`config.mk`:
```
export PLATFORM = sky130hd
export DESIGN_NAME = smpc_intback_scan
export DESIGN_NICKNAME = d
export VERILOG_FILES = /design/src/rtl/smpc_pkg.sv /design/src/rtl/smpc_oreg_ram.sv /design/src/rtl/smpc_intback_scan.sv
export SDC_FILE = /design/constraint.sdc
export NUM_CORES = 1
export LEC_CHECK = 0
export BUFFER_PORTS_ARGS = -buffer_cell sky130_fd_sc_hd__buf_2
export CAP_MARGIN = 20
export CORE_AREA = 2 2 193 195
export DETAILED_ROUTE_END_ITERATION = 8
export DIE_AREA = 0 0 195 197
export HOLD_SLACK_MARGIN = 0.06
export SYNTH_ARGS = -nofsm -noshare
export SYNTH_HDL_FRONTEND = slang
export SYNTH_SLANG_ARGS = --single-unit
```
`constraint.sdc`:
```
create_clock -name CLK -period 3.1 [get_ports CLK]
set_input_delay 0.31 -clock CLK [delete_from_list [all_inputs] [get_ports CLK]]
set_output_delay 0.31 -clock CLK [all_outputs]
set_load 0.05 [all_outputs]
```
`src/rtl/smpc_pkg.sv`:
```
// smpc_pkg: shared types and constants for the SMPC INTBACK scan path.
// Holds the scan FSM encoding and the OREG peripheral report bytes.
package smpc_pkg;

  typedef enum logic [2:0] {
    S_IDLE,
    S_CLEAR,
    S_FILL,
    S_BEND,
    S_WAIT
  } state_e;

  localparam logic [7:0] PST_CONN       = 8'hF1;
  localparam logic [7:0] PST_NONE       = 8'hF0;
  localparam logic [7:0] PAD_ID_DIGITAL = 8'h02;

  localparam logic [2:0] LEN_CONN = 3'd4;
  localparam logic [2:0] LEN_NONE = 3'd1;

  function automatic logic [2:0] entry_len(
    input logic conn
  );
    return conn ? LEN_CONN : LEN_NONE;
  endfunction

  // Byte idx of one port entry; idx>0 only occurs for connected ports.
  function automatic logic [7:0] entry_byte(
    input logic        conn,
    input logic [15:0] pad,
    input logic [1:0]  idx
  );
    logic [7:0] b;
    unique case (idx)
      2'd0:    b = conn ? PST_CONN : PST_NONE;
      2'd1:    b = PAD_ID_DIGITAL;
      2'd2:    b = pad[15:8];
      default: b = pad[7:0];
    endcase
    return b;
  endfunction

endpackage

```
`src/rtl/smpc_oreg_ram.sv`:
```
// smpc_oreg_ram: DEPTH x 8 OREG buffer, one write port, one registered read.
// Contents clear on reset so a host never sees stale report bytes.
module smpc_oreg_ram #(
  parameter int DEPTH = 32,
  parameter int AW    = $clog2(DEPTH)
) (
  input  logic          CLK,
  input  logic          RST_N,
  input  logic          we_i,
  input  logic [AW-1:0] waddr_i,
  input  logic [7:0]    wdata_i,
  input  logic [AW-1:0] raddr_i,
  output logic [7:0]    rdata_o
);

  logic [7:0] mem_q [DEPTH];
  logic [7:0] rdata_q;
  logic [7:0] rdata_d;

  always_ff @(posedge CLK or negedge RST_N) begin
    if (!RST_N) begin
      for (int i = 0; i < DEPTH; i++) begin
        mem_q[i] <= 8'h00;
      end
    end else if (we_i) begin
      mem_q[waddr_i] <= wdata_i;
    end
  end

  // Addresses past DEPTH (non power-of-two depths) read as zero.
  always_comb begin
    rdata_d = 8'h00;
    if (int'(raddr_i) < DEPTH) begin
      rdata_d = mem_q[raddr_i];
    end
  end

  always_ff @(posedge CLK or negedge RST_N) begin
    if (!RST_N) begin
      rdata_q <= 8'h00;
    end else begin
      rdata_q <= rdata_d;
    end
  end

  assign rdata_o = rdata_q;

endmodule

```
`src/rtl/smpc_intback_scan.sv`:
```
// smpc_intback_scan: INTBACK peripheral scan of NPORTS pads into OREG.
// Fills the buffer in whole-entry blocks, raising IRQ at each block end.
module smpc_intback_scan
  import smpc_pkg::*;
#(
  parameter int NPORTS = 2,
  parameter int DEPTH  = 32
) (
  input  logic                       CLK,
  input  logic                       RST_N,
  input  logic                       CE,
  input  logic                       START,
  input  logic                       CONT,
  input  logic                       BREAK,
  input  logic [NPORTS-1:0]          PORT_EN,
  input  logic [16*NPORTS-1:0]       JOY,
  input  logic [$clog2(DEPTH)-1:0]   RADDR,
  output logic [7:0]                 RDATA,
  output logic                       BUSY,
  output logic                       IRQ,
  output logic                       MORE
);

  localparam int PW = $clog2(NPORTS + 1);
  localparam int WW = $clog2(DEPTH + 1);
  localparam int AW = $clog2(DEPTH);

  state_e               state_q;
  logic [PW-1:0]        pidx_q;
  logic [WW-1:0]        wptr_q;
  logic [1:0]           bidx_q;
  logic [NPORTS-1:0]    en_q;
  logic [16*NPORTS-1:0] joy_q;
  logic                 busy_q;
  logic                 irq_q;
  logic                 more_q;

  logic                 cur_conn;
  logic                 nxt_conn;
  logic [15:0]          cur_joy;
  logic                 last_byte;
  logic                 nxt_end;
  logic                 nxt_full;
  logic [WW:0]          room;
  logic                 we;
  logic [7:0]           wdata;

  // Current entry's port, and the port whose entry would follow it.
  always_comb begin
    cur_conn = 1'b0;
    cur_joy  = 16'h0000;
    nxt_conn = 1'b0;
    for (int p = 0; p < NPORTS; p++) begin
      if (pidx_q == PW'(p)) begin
        cur_conn = en_q[p];
        cur_joy  = joy_q[16*p +: 16];
      end
      if (p > 0 && pidx_q == PW'(p - 1)) begin
        nxt_conn = en_q[p];
      end
    end
  end

  always_comb begin
    last_byte = (bidx_q == (cur_conn ? 2'd3 : 2'd0));
    nxt_end   = (pidx_q == PW'(NPORTS - 1));
    room      = (WW+1)'(DEPTH - 1) - {1'b0, wptr_q};
    nxt_full  = ((WW+1)'(entry_len(nxt_conn)) > room);
  end

  always_comb begin
    we    = 1'b0;
    wdata = 8'h00;
    unique case (1'b1)
      (state_q == S_CLEAR): we = CE;
      (state_q == S_FILL): begin
        we    = CE;
        wdata = entry_byte(cur_conn, cur_joy, bidx_q);
      end
      default: we = 1'b0;
    endcase
  end

  always_ff @(posedge CLK or negedge RST_N) begin
    if (!RST_N) begin
      state_q <= S_IDLE;
      pidx_q  <= '0;
      wptr_q  <= '0;
      bidx_q  <= 2'd0;
      en_q    <= '0;
      joy_q   <= '0;
      busy_q  <= 1'b0;
      irq_q   <= 1'b0;
      more_q  <= 1'b0;
    end else begin
      irq_q <= 1'b0;
      if (CE) begin
        unique case (state_q)
          S_IDLE: begin
            if (START) begin
              en_q    <= PORT_EN;
              joy_q   <= JOY;
              pidx_q  <= '0;
              wptr_q  <= '0;
              busy_q  <= 1'b1;
              state_q <= S_CLEAR;
            end
          end
          S_CLEAR: begin
            if (wptr_q == WW'(DEPTH - 1)) begin
              wptr_q  <= '0;
              bidx_q  <= 2'd0;
              state_q <= S_FILL;
            end else begin
              wptr_q <= wptr_q + WW'(1);
            end
          end
          S_FILL: begin
            wptr_q <= wptr_q + WW'(1);
            if (last_byte) begin
              bidx_q <= 2'd0;
              pidx_q <= pidx_q + PW'(1);
              // Decide at the entry boundary so BEND follows the last byte.
              if (nxt_end || nxt_full) begin
                irq_q   <= 1'b1;
                more_q  <= !nxt_end;
                state_q <= S_BEND;
              end
            end else begin
              bidx_q <= bidx_q + 2'd1;
            end
          end
          S_BEND: begin
            busy_q  <= 1'b0;
            state_q <= more_q ? S_WAIT : S_IDLE;
          end
          S_WAIT: begin
            if (BREAK) begin
              more_q  <= 1'b0;
              state_q <= S_IDLE;
            end else if (CONT) begin
              more_q  <= 1'b0;
              wptr_q  <= '0;
              busy_q  <= 1'b1;
              state_q <= S_CLEAR;
            end
          end
          default: state_q <= S_IDLE;
        endcase
      end
    end
  end

  smpc_oreg_ram #(
    .DEPTH (DEPTH)
  ) u_oreg (
    .CLK     (CLK),
    .RST_N   (RST_N),
    .we_i    (we),
    .waddr_i (wptr_q[AW-1:0]),
    .wdata_i (wdata),
    .raddr_i (RADDR),
    .rdata_o (RDATA)
  );

  assign BUSY = busy_q;
  assign IRQ  = irq_q;
  assign MORE = more_q;

endmodule

```
==> impl_metrics.env, run 1 <==
export IMPL_drc=0
export IMPL_num_rows=70
export IMPL_nets=1116
export IMPL_status="complete, no violations"
export IMPL_tns_ps=0
export IMPL_synth_edf_count=0
export IMPL_drv_slew=0
export IMPL_end_kind="register"
export IMPL_antennaDiodeCount=0
export IMPL_fp_dieH_um=197
export IMPL_worstPathRequired_ps=3500
export IMPL_finalWorstSetupSlack_ps=535.8
export IMPL_path_class="register to register"
export IMPL_coreArea_um2=36260
export IMPL_power_density_nw_per_um2=671.7
export IMPL_syn_avg_cell_area_um2=14.75
export IMPL_clock_latency_ps=530
export IMPL_syn2layout_area_growth_pct=16.91
export IMPL_dieArea_um2=38420
export IMPL_p_leak_nw=7.951
export IMPL_antenna_found_initial=2
export IMPL_crit_arrival_ps=2960
export IMPL_grtUsageTotal=0.1783
export IMPL_grt_ovfl_total=0
export IMPL_start_util=0.3962
export IMPL_drive_above_1_share=0.4450
export IMPL_portBuffers=55
export IMPL_grt_pass1_wl_um=53080
export IMPL_holdPathEnd="state_q[2]$_DFFE_PN0P_"
export IMPL_n_fill_cell=3176
export IMPL_crit_reg2reg_launch="pidx_q[0]$_DFFE_PN0P_"
export IMPL_die_w_um=195
export IMPL_cts_resized=0
export IMPL_mostFrequentLayoutCell="dfrtp_1"
export IMPL_cap_violations=0
export IMPL_holdWs_ps=116.4
export IMPL_finalHoldViolCount=0
export IMPL_synthCells=974
export IMPL_wire_per_inst_um=21.44
export IMPL_drtAntennaViolNets=0
export IMPL_hpwl_um=21060
export IMPL_multi_input_comb_area_um2=6237
export IMPL_path_clk_slew_ps=50
export IMPL_placed_cell_area_um2=15260
export IMPL_post_route_period_util=0.8272
export IMPL_setup_violations=0
export IMPL_drtPass1Iterations=5
export IMPL_via_per_inst=5.489
export IMPL_ir_drop_uv=485.4
export IMPL_timing_slew_headroom=0.5133
export IMPL_skew_ps=23.20
export IMPL_path_delay_family="compound AO/OA/AOI/OAI gates"
export IMPL_synth_nets=1029
export IMPL_worst_path_max_delay_cell="a221oi_1"
export IMPL_h_tree_depth=2
export IMPL_worstPathMaxFanout=6
export IMPL_min_from="CE"
export IMPL_totalWireLength_um=33210
export IMPL_ys_types=44
export IMPL_clock_sinks=314
export IMPL_synthesis_area_um2=14370
export IMPL_synth_top_area_frac=0.5469
export IMPL_synth_area_leaders="dfrtp_1 55%, mux2_2 21%, mux4_2 13%, nand2_1 2.0%, o21ai_0 1.3%"
export IMPL_worst_slew_pin_slew_ps=730.0
export IMPL_reg2reg_depth=6
export IMPL_stdcell_area_um2=16800
export IMPL_post_place_ws_ps=417.3
export IMPL_ys_flop_type="dfrtp_1"
export IMPL_critPathMaxStageDelay_ps=440
export IMPL_grt_setup_unrepaired="no"
export IMPL_post_route_min_period_ps=2564
export IMPL_total_power_mw=11.28
export IMPL_cp_cell_sequence="ha_1 > nand3b_1 > a211oi_1 > o21ai_0 > a221oi_1 > mux2_2"
export IMPL_cts_tree="yes"
export IMPL_min_path_type="input pin to register"
export IMPL_yosysWarnings=0
export IMPL_gp_routability_congestion=0.7592
export IMPL_grt_pass1_vias=9167
export IMPL_hold_path_depth=3
export IMPL_cp_num_buf_inv=0
export IMPL_grt_max_degree=87
export IMPL_reg2reg_to="state_q[0]$_DFFE_PN0P_"
export IMPL_ios=56
export IMPL_yosysSeqAreaShare=0.5469
export IMPL_cts_buffers=36
export IMPL_synth_top_area_cell="dfrtp_1"
export IMPL_layout_common_cells="314 x dfrtp_1, 268 x mux2_2, 80 x mux4_2, 76 x nand2_1, 53 x buf_2"
export IMPL_rrSetupSlack_ps=540
export IMPL_clockRootBuffer="clkbuf_16"
export IMPL_fmax_mhz=390.0
export IMPL_dr_total_vias=8503
export IMPL_regArea_um2=7858
export IMPL_drtIter0Drc=487
export IMPL_async_reset_ff_frac=1.000
export IMPL_ys_seq_elements=314
export IMPL_clock_path_buffers=3
export IMPL_cp_start_kind="register"
## state kept, by name (all words and copies together) (netlist names)
name / count
u_oreg.rdata_o: 8
joy_q: 32
bidx_q: 2
IRQ: 1
BUSY: 1
state_q: 3
MORE: 1
en_q: 2
u_oreg.mem_q: 256
pidx_q: 2
wptr_q: 6
## synth_stat cells (2+ instances only)
cell type	n
nor4_1	2
o31ai_1	4
nor2b_1	6
a221oi_1	2
o2bb2ai_1	2
nand3_1	2
nor3b_1	3
and3_1	7
buf_1	7
buf_2	18
clkbuf_1	29
a211o_1	2
ha_1	10
o21a_1	2
buf_4	7
mux2_2	268
mux2i_1	2
nand2_1	76
o21ai_0	37
a22o_1	12
a21o_1	2
dfrtp_1	314
o21ai_1	2
nor3_1	7
a22oi_1	8
a21oi_1	13
a211oi_1	9
inv_1	12
mux4_2	80
nor2_1	15
## logic make-up after synthesis
group	after synthesis	share of synthesized area
multiplexers	350	0.3369
flip-flops	314	0.5469
AND/OR/NAND/NOR	124	0.03815
AO/OA/AOI/OAI	100	0.04511
buffers and inverters	75	0.02360
adder cells (fa/ha/maj)	10	0.008709
XOR/XNOR	1	0.0006098
## per-layer routing
metal / part of all wire / global-route usage / vias up
met2: 0.47 / 0.2913 / 184
li1: - / - / 3799
met4: 0.017 / 0.04382 / 4
met5: 0.0011 / 0 / -
met1: 0.47 / 0.2455 / 4471
met3: 0.045 / 0.03628 / 45
## layout make-up
cell class | count | area share
inverter | 12 | 0.002682
timing repair buffer | 112 | 0.05423
tap | 468 | 0.03486
clock buffer | 52 | 0.06213
sequential | 314 | 0.4678
multi-input combinational | 585 | 0.3713
clock inverter | 6 | 0.006928
## stage by stage
stage,std cells,utilization
detailed placement,1455,0.4208
CTS,1548,0.4625
global route,1549,0.4632
floorplan,974,-
finish,1549,0.4632
global placement,1455,0.4208
## worst reg2reg max path, stage by stage (launching register included)
cell,delay [ps]
dfrtp_1,400
ha_1,270
nand3b_1,210
a211oi_1,430
o21ai_0,310
a221oi_1,440
mux2_2,380
## how the worst max path moves through the flow
stage,cells after the start,from,slack [ps],endpoint
finish,6,pidx_q[0]$_DFFE_PN0P_,540,state_q[0]$_DFFE_PN0P_
global route,6,pidx_q[0]$_DFFE_PN0P_,430,state_q[0]$_DFFE_PN0P_
CTS,6,pidx_q[0]$_DFFE_PN0P_,430,u_oreg.mem_q[176]$_DFFE_PN0P_
detailed placement,6,pidx_q[0]$_DFFE_PN0P_,420,u_oreg.mem_q[240]$_DFFE_PN0P_
global placement,6,pidx_q[0]$_DFFE_PN0P_,560,u_oreg.mem_q[208]$_DFFE_PN0P_
floorplan,6,pidx_q[0]$_DFFE_PN0P_,920,state_q[0]$_DFFE_PN0P_
## timing repair
action,CTS,global route
setup buffers,0,0
hold buffers,35,0
endpoints found under the setup margin,0,0
hold endpoints to repair,116,0
## report_power, final
part	internal, mW	total (mW)	leakage, nW	switching (mW)
clock network	2.57	4.20	0.566	1.62
registers	4.51	4.79	4.30	0.287
logic	0.983	2.29	3.08	1.31
(Power assumes the default switching activity.)
==> run 2, diff against run 1 <==
Clock period 3.1 ns to 2.4 ns, I/O delays scaled along.
==> run 2 against run 1 <==
  * Utilization grew 1.3 points
  * Sequential cell count is the same
  * Clock power grew 26%
  * Final cell count grew 3.6%
  * Combinational power grew 45%
  * Register-to-register slack lost 390 ps
  * Setup slack lost 390 ps
  * Fmax grew 14%
  * Largest cell class unchanged
==> impl_metrics.env, run 2 (synthesis results as in run 1) <==
export IMPL_p_leak_nw=8.209
export IMPL_drc=0
export IMPL_h_tree_depth=2
export IMPL_setup_violations=0
export IMPL_fmax_mhz=443.3
export IMPL_stdcell_count=1605
export IMPL_largest_register="u_oreg.mem_q"
export IMPL_finalWorstSetupSlack_ps=144.2
export IMPL_cap_violations=0
export IMPL_timing_slew_headroom=0.5952
export IMPL_skew_ps=21.75
export IMPL_fp_dieH_um=197
export IMPL_clockRootBuffer="clkbuf_16"
export IMPL_antennaDiodeCount=0
export IMPL_finalHoldViolCount=0
export IMPL_tns_ps=0
export IMPL_ir_drop_uv=675.4
export IMPL_syn2layout_area_growth_pct=20.14
export IMPL_drv_slew=0
export IMPL_grt_max_degree=72
export IMPL_nets=1167
export IMPL_via_per_inst=5.374
export IMPL_worstPathMaxFanout=11
export IMPL_portBuffers=55
export IMPL_grtUsageTotal=0.1764
export IMPL_status="complete, no violations"
export IMPL_drtPass1Iterations=4
export IMPL_grt_setup_unrepaired="no"
export IMPL_hold_path_depth=2
export IMPL_multi_input_comb_area_um2=6254
export IMPL_clock_path_buffers=3
export IMPL_post_place_ws_ps=23.74
export IMPL_die_w_um=195
export IMPL_hpwl_um=21310
export IMPL_reg2reg_depth=7
export IMPL_dr_total_vias=8625
export IMPL_holdPathEnd="u_oreg.rdata_o[4]$_DFF_PN0_"
export IMPL_wire_per_inst_um=20.18
export IMPL_post_place_cells=1504
export IMPL_worstPathRequired_ps=2780
export IMPL_power_density_nw_per_um2=858.6
export IMPL_cts_tree="yes"
export IMPL_gp_routability_congestion=0.7853
export IMPL_min_from="RADDR[2]"
export IMPL_dieArea_um2=38420
export IMPL_holdWs_ps=124.3
export IMPL_clock_sinks=314
export IMPL_grt_pass1_vias=9217
export IMPL_worst_slew_pin_slew_ps=607.2
export IMPL_cp_start_kind="register"
export IMPL_ios=56
export IMPL_drtIter0Drc=482
export IMPL_totalWireLength_um=32390
export IMPL_drtAntennaViolNets=0
export IMPL_n_fill_cell=3213
export IMPL_crit_reg2reg_launch="pidx_q[0]$_DFFE_PN0P_"
export IMPL_antenna_found_initial=0
export IMPL_path_class="register to register"
export IMPL_largest_register_ffs=256
export IMPL_start_util=0.3962
export IMPL_cts_buffers=36
export IMPL_crit_arrival_ps=2630
export IMPL_end_kind="register"
export IMPL_post_route_min_period_ps=2256
export IMPL_num_rows=70
export IMPL_reg2reg_to="state_q[0]$_DFFE_PN0P_"
export IMPL_regArea_um2=7858
export IMPL_mostFrequentLayoutCell="dfrtp_1"
export IMPL_grt_pass1_wl_um=53180
export IMPL_min_path_type="input pin to register"
export IMPL_clock_latency_ps=510
export IMPL_coreArea_um2=36260
export IMPL_grt_ovfl_total=0
export IMPL_drive_above_1_share=0.4767
export IMPL_layout_common_cells="314 x dfrtp_1, 268 x mux2_2, 80 x mux4_2, 76 x nand2_1, 58 x buf_4"
export IMPL_post_route_period_util=0.9399
export IMPL_rrSetupSlack_ps=140
export IMPL_path_clk_slew_ps=60
## run 2: worst max-delay path by stage
stage                          startpoint                       endpoint  slack, ps
floorplan           pidx_q[0]$_DFFE_PN0P_         state_q[0]$_DFFE_PN0P_        220
global placement    pidx_q[0]$_DFFE_PN0P_  u_oreg.mem_q[249]$_DFFE_PN0P_       -130
detailed placement  pidx_q[0]$_DFFE_PN0P_         state_q[0]$_DFFE_PN0P_         20
CTS                 pidx_q[0]$_DFFE_PN0P_               MORE$_DFFE_PN0P_         20
global route        pidx_q[0]$_DFFE_PN0P_               MORE$_DFFE_PN0P_         10
finish              pidx_q[0]$_DFFE_PN0P_         state_q[0]$_DFFE_PN0P_        140
## run 2: repair_timing
item / in CTS / in global routing
hold endpoints to repair: 95 / 0
gates cloned: 0 / 0
pin swaps: 0 / 2
hold buffers: 36 / 0
gates resized for setup: 1 / 3
buffers inserted: 0 / 2
setup endpoints to repair: 1 / 55
## run 2: metrics by stage
stage          cell area (um^2)  power (mW)  utilization
5_1_grt                   17260       15.62       0.4760
2_1_floorplan             14370       8.213            -
3_3_place_gp              15680       9.454       0.4325
3_5_place_dp              15700       9.513       0.4329
4_1_cts                   17210       14.94       0.4746
6_report                  17260       14.82       0.4760
## run 2: final cells by class
cell class	count	area share
Clock buffer	49	0.05915
Clock inverter	14	0.007321
Inverter	12	0.002610
Multi-Input combinational cell	585	0.3623
Sequential cell	314	0.4552
Tap cell	468	0.03393
Timing Repair Buffer	163	0.07945
## run 2: power breakdown
| group | leakage [nW] | total [mW] | internal, mW | switching (mW) |
|---|---|---|---|---|
| clock network | 0.572 | 5.30 | 3.19 | 2.11 |
| logic | 3.33 | 3.31 | 1.52 | 1.79 |
| registers | 4.30 | 6.20 | 5.82 | 0.383 |
## run 2: routing by layer
metal  track usage  part of all wire  vias up
met5             0                 0        -
met4       0.05004             0.022        0
met3       0.02259             0.028       47
met2        0.2869              0.47      145
met1        0.2504              0.48     4522
li1              -                 -     3911
## run 2: worst max-delay path: stages (launching register included)
cell,delay (ps)
dfrtp_1,400
ha_1,220
buf_4,170
nand3b_1,210
a211oi_2,230
o21ai_0,190
a221oi_2,330
mux2_2,370
==> run 3, diff against run 2 <==
Settings changed: PLACE_DENSITY set to 0.54.
==> run 3 against run 2 <==
  * Sequential share of layout area rose by 0.26 points
  * Clock power rose by 5.8%
  * Worst hold slack improved by 38 ps
  * Global-route usage rose by 0.32 points
  * Non-clock buffer count fell by 21
  * Register-to-register slack improved by 40 ps
  * Setup slack improved by 43 ps
  * Sequential cell count did not move
  * Fmax rose by 1.9%
  * Final cell count fell by 1.2%
  * Largest cell class unchanged
==> impl_metrics.env, run 3 (synthesis results as in run 1) <==
export IMPL_setup_violations=0
export IMPL_dieArea_um2=38420
export IMPL_gp_routability_congestion=0.7700
export IMPL_power_density_nw_per_um2=868.0
export IMPL_clock_latency_ps=520
export IMPL_stdcell_count=1586
export IMPL_rrSetupSlack_ps=190
export IMPL_wire_per_inst_um=20.69
export IMPL_fp_dieH_um=197
export IMPL_grt_ovfl_total=0
export IMPL_drv_slew=0
export IMPL_post_route_period_util=0.9222
export IMPL_drtAntennaViolNets=0
export IMPL_syn2layout_area_growth_pct=19.47
export IMPL_min_from="BREAK"
export IMPL_fmax_mhz=451.8
export IMPL_worst_path_max_delay_cell="dfrtp_1"
export IMPL_cap_violations=0
export IMPL_die_w_um=195
export IMPL_nets=1147
export IMPL_antennaDiodeCount=0
export IMPL_hold_path_depth=4
export IMPL_largest_register="u_oreg.mem_q"
export IMPL_status="complete, no violations"
export IMPL_coreArea_um2=36260
export IMPL_hpwl_um=21460
export IMPL_clock_path_buffers=3
export IMPL_totalWireLength_um=32820
export IMPL_mostFrequentLayoutCell="dfrtp_1"
export IMPL_grt_pass1_wl_um=53570
export IMPL_num_rows=70
export IMPL_worstPathMaxFanout=6
export IMPL_finalHoldViolCount=0
export IMPL_antenna_found_initial=0
export IMPL_critPathMaxStageDelay_ps=400
export IMPL_cts_buffers=37
export IMPL_grtUsageTotal=0.1796
export IMPL_h_tree_depth=2
export IMPL_path_clk_slew_ps=60
export IMPL_holdPathEnd="BUSY$_DFFE_PN0P_"
export IMPL_post_place_cells=1485
export IMPL_skew_ps=16.91
export IMPL_ios=56
export IMPL_drc=0
export IMPL_min_path_type="input pin to register"
export IMPL_reg2reg_to="pidx_q[0]$_DFFE_PN0P_"
export IMPL_grt_setup_unrepaired="no"
export IMPL_cp_cell_sequence="ha_1 > nand3b_1 > a211oi_2 > buf_4 > nor3_1 > nor4_1 > buf_4 > mux2_2"
export IMPL_grt_max_degree=71
export IMPL_drive_above_1_share=0.4651
export IMPL_holdWs_ps=162.3
export IMPL_clock_sinks=314
export IMPL_reg2reg_depth=8
export IMPL_post_route_min_period_ps=2213
export IMPL_ir_drop_uv=702.4
export IMPL_start_util=0.3962
export IMPL_portBuffers=55
export IMPL_p_leak_nw=8.153
export IMPL_dr_total_vias=8535
export IMPL_cp_start_kind="register"
export IMPL_via_per_inst=5.381
export IMPL_crit_reg2reg_launch="pidx_q[0]$_DFFE_PN0P_"
export IMPL_grt_pass1_vias=9027
export IMPL_layout_common_cells="314 x dfrtp_1, 268 x mux2_2, 80 x mux4_2, 76 x nand2_1, 53 x buf_2"
export IMPL_drtPass1Iterations=4
export IMPL_worstPathRequired_ps=2800
export IMPL_tns_ps=0
export IMPL_crit_arrival_ps=2620
export IMPL_path_class="register to register"
export IMPL_cts_setup_buffers=0
export IMPL_cts_tree="yes"
export IMPL_clockRootBuffer="clkbuf_16"
export IMPL_largest_register_ffs=256
export IMPL_end_kind="register"
export IMPL_timing_slew_headroom=0.5920
export IMPL_worst_slew_pin_slew_ps=612.1
export IMPL_drtIter0Drc=365
export IMPL_cpMostUsedCell="buf_4"
[run 3: final cells by class]
type / instances / area, um^2
multi-input cells: 585 / 6242
clock buffers: 59 / 1171
fillers: 3254 / 19100
repair buffers: 142 / 1200
inverters: 12 / 45.04
clock inverters: 6 / 62.56
well taps: 468 / 585.6
flip-flops and latches: 314 / 7858
[run 3: how the worst max path moves through the flow]
stage / startpoint / end / slack [ps]
2_1_floorplan: pidx_q[0]$_DFFE_PN0P_ / state_q[0]$_DFFE_PN0P_ / 220
3_3_place_gp: RADDR[0] / u_oreg.rdata_o[4]$_DFF_PN0_ / 90
3_5_place_dp: RADDR[0] / u_oreg.rdata_o[4]$_DFF_PN0_ / 90
4_1_cts: pidx_q[1]$_DFFE_PN0P_ / u_oreg.mem_q[231]$_DFFE_PN0P_ / 90
5_1_grt: pidx_q[0]$_DFFE_PN0P_ / u_oreg.mem_q[15]$_DFFE_PN0P_ / 10
6_report: pidx_q[0]$_DFFE_PN0P_ / pidx_q[0]$_DFFE_PN0P_ / 190
[run 3: power by group]
| part | total (mW) | internal, mW | switching [mW] |
|---|---|---|---|
| Combinational | 3.13 | 1.37 | 1.76 |
| Clock | 5.61 | 3.44 | 2.17 |
| Sequential | 6.16 | 5.82 | 0.336 |
[run 3: worst max-delay path, delay by kind of cell (launching register included)]
| family | cells | cell delay, ps |
|---|---|---|
| AND/OR/NAND/NOR | 3 | 520 |
| flip-flops | 1 | 400 |
| buffers and inverters | 2 | 320 |
| multiplexers | 1 | 320 |
| adder cells (fa/ha/maj) | 1 | 270 |
| AO/OA/AOI/OAI | 1 | 260 |
[run 3: routing by layer]
| layer | track usage | routed length, um | vias to the layer above |
|---|---|---|---|
| met1 | 0.2626 | 15620 | 4505 |
| li1 | - | - | 3867 |
| met4 | 0.04382 | 608 | 0 |
| met2 | 0.2837 | 15550 | 119 |
| met5 | 0 | 0 | - |
| met3 | 0.02635 | 1043 | 44 |
[run 3: metrics by stage]
stage	instance area, um^2	power [mW]	util	worst slack [ps]
detailed placement	15550	9.354	0.4287	89.80
floorplan	14370	8.213	-	216.3
finish	17160	14.90	0.4734	186.8
global placement	15550	9.304	0.4287	92.46
CTS	17140	15.09	0.4727	86.79
global route	17160	15.74	0.4734	9.917
[run 3: what timing repair did]
| action | in CTS | in global routing |
|---|---|---|
| hold buffers | 36 | 0 |
| gates resized for setup | 0 | 6 |
| endpoints found under the setup margin | 0 | 131 |
| endpoints found under the hold margin | 99 | 0 |
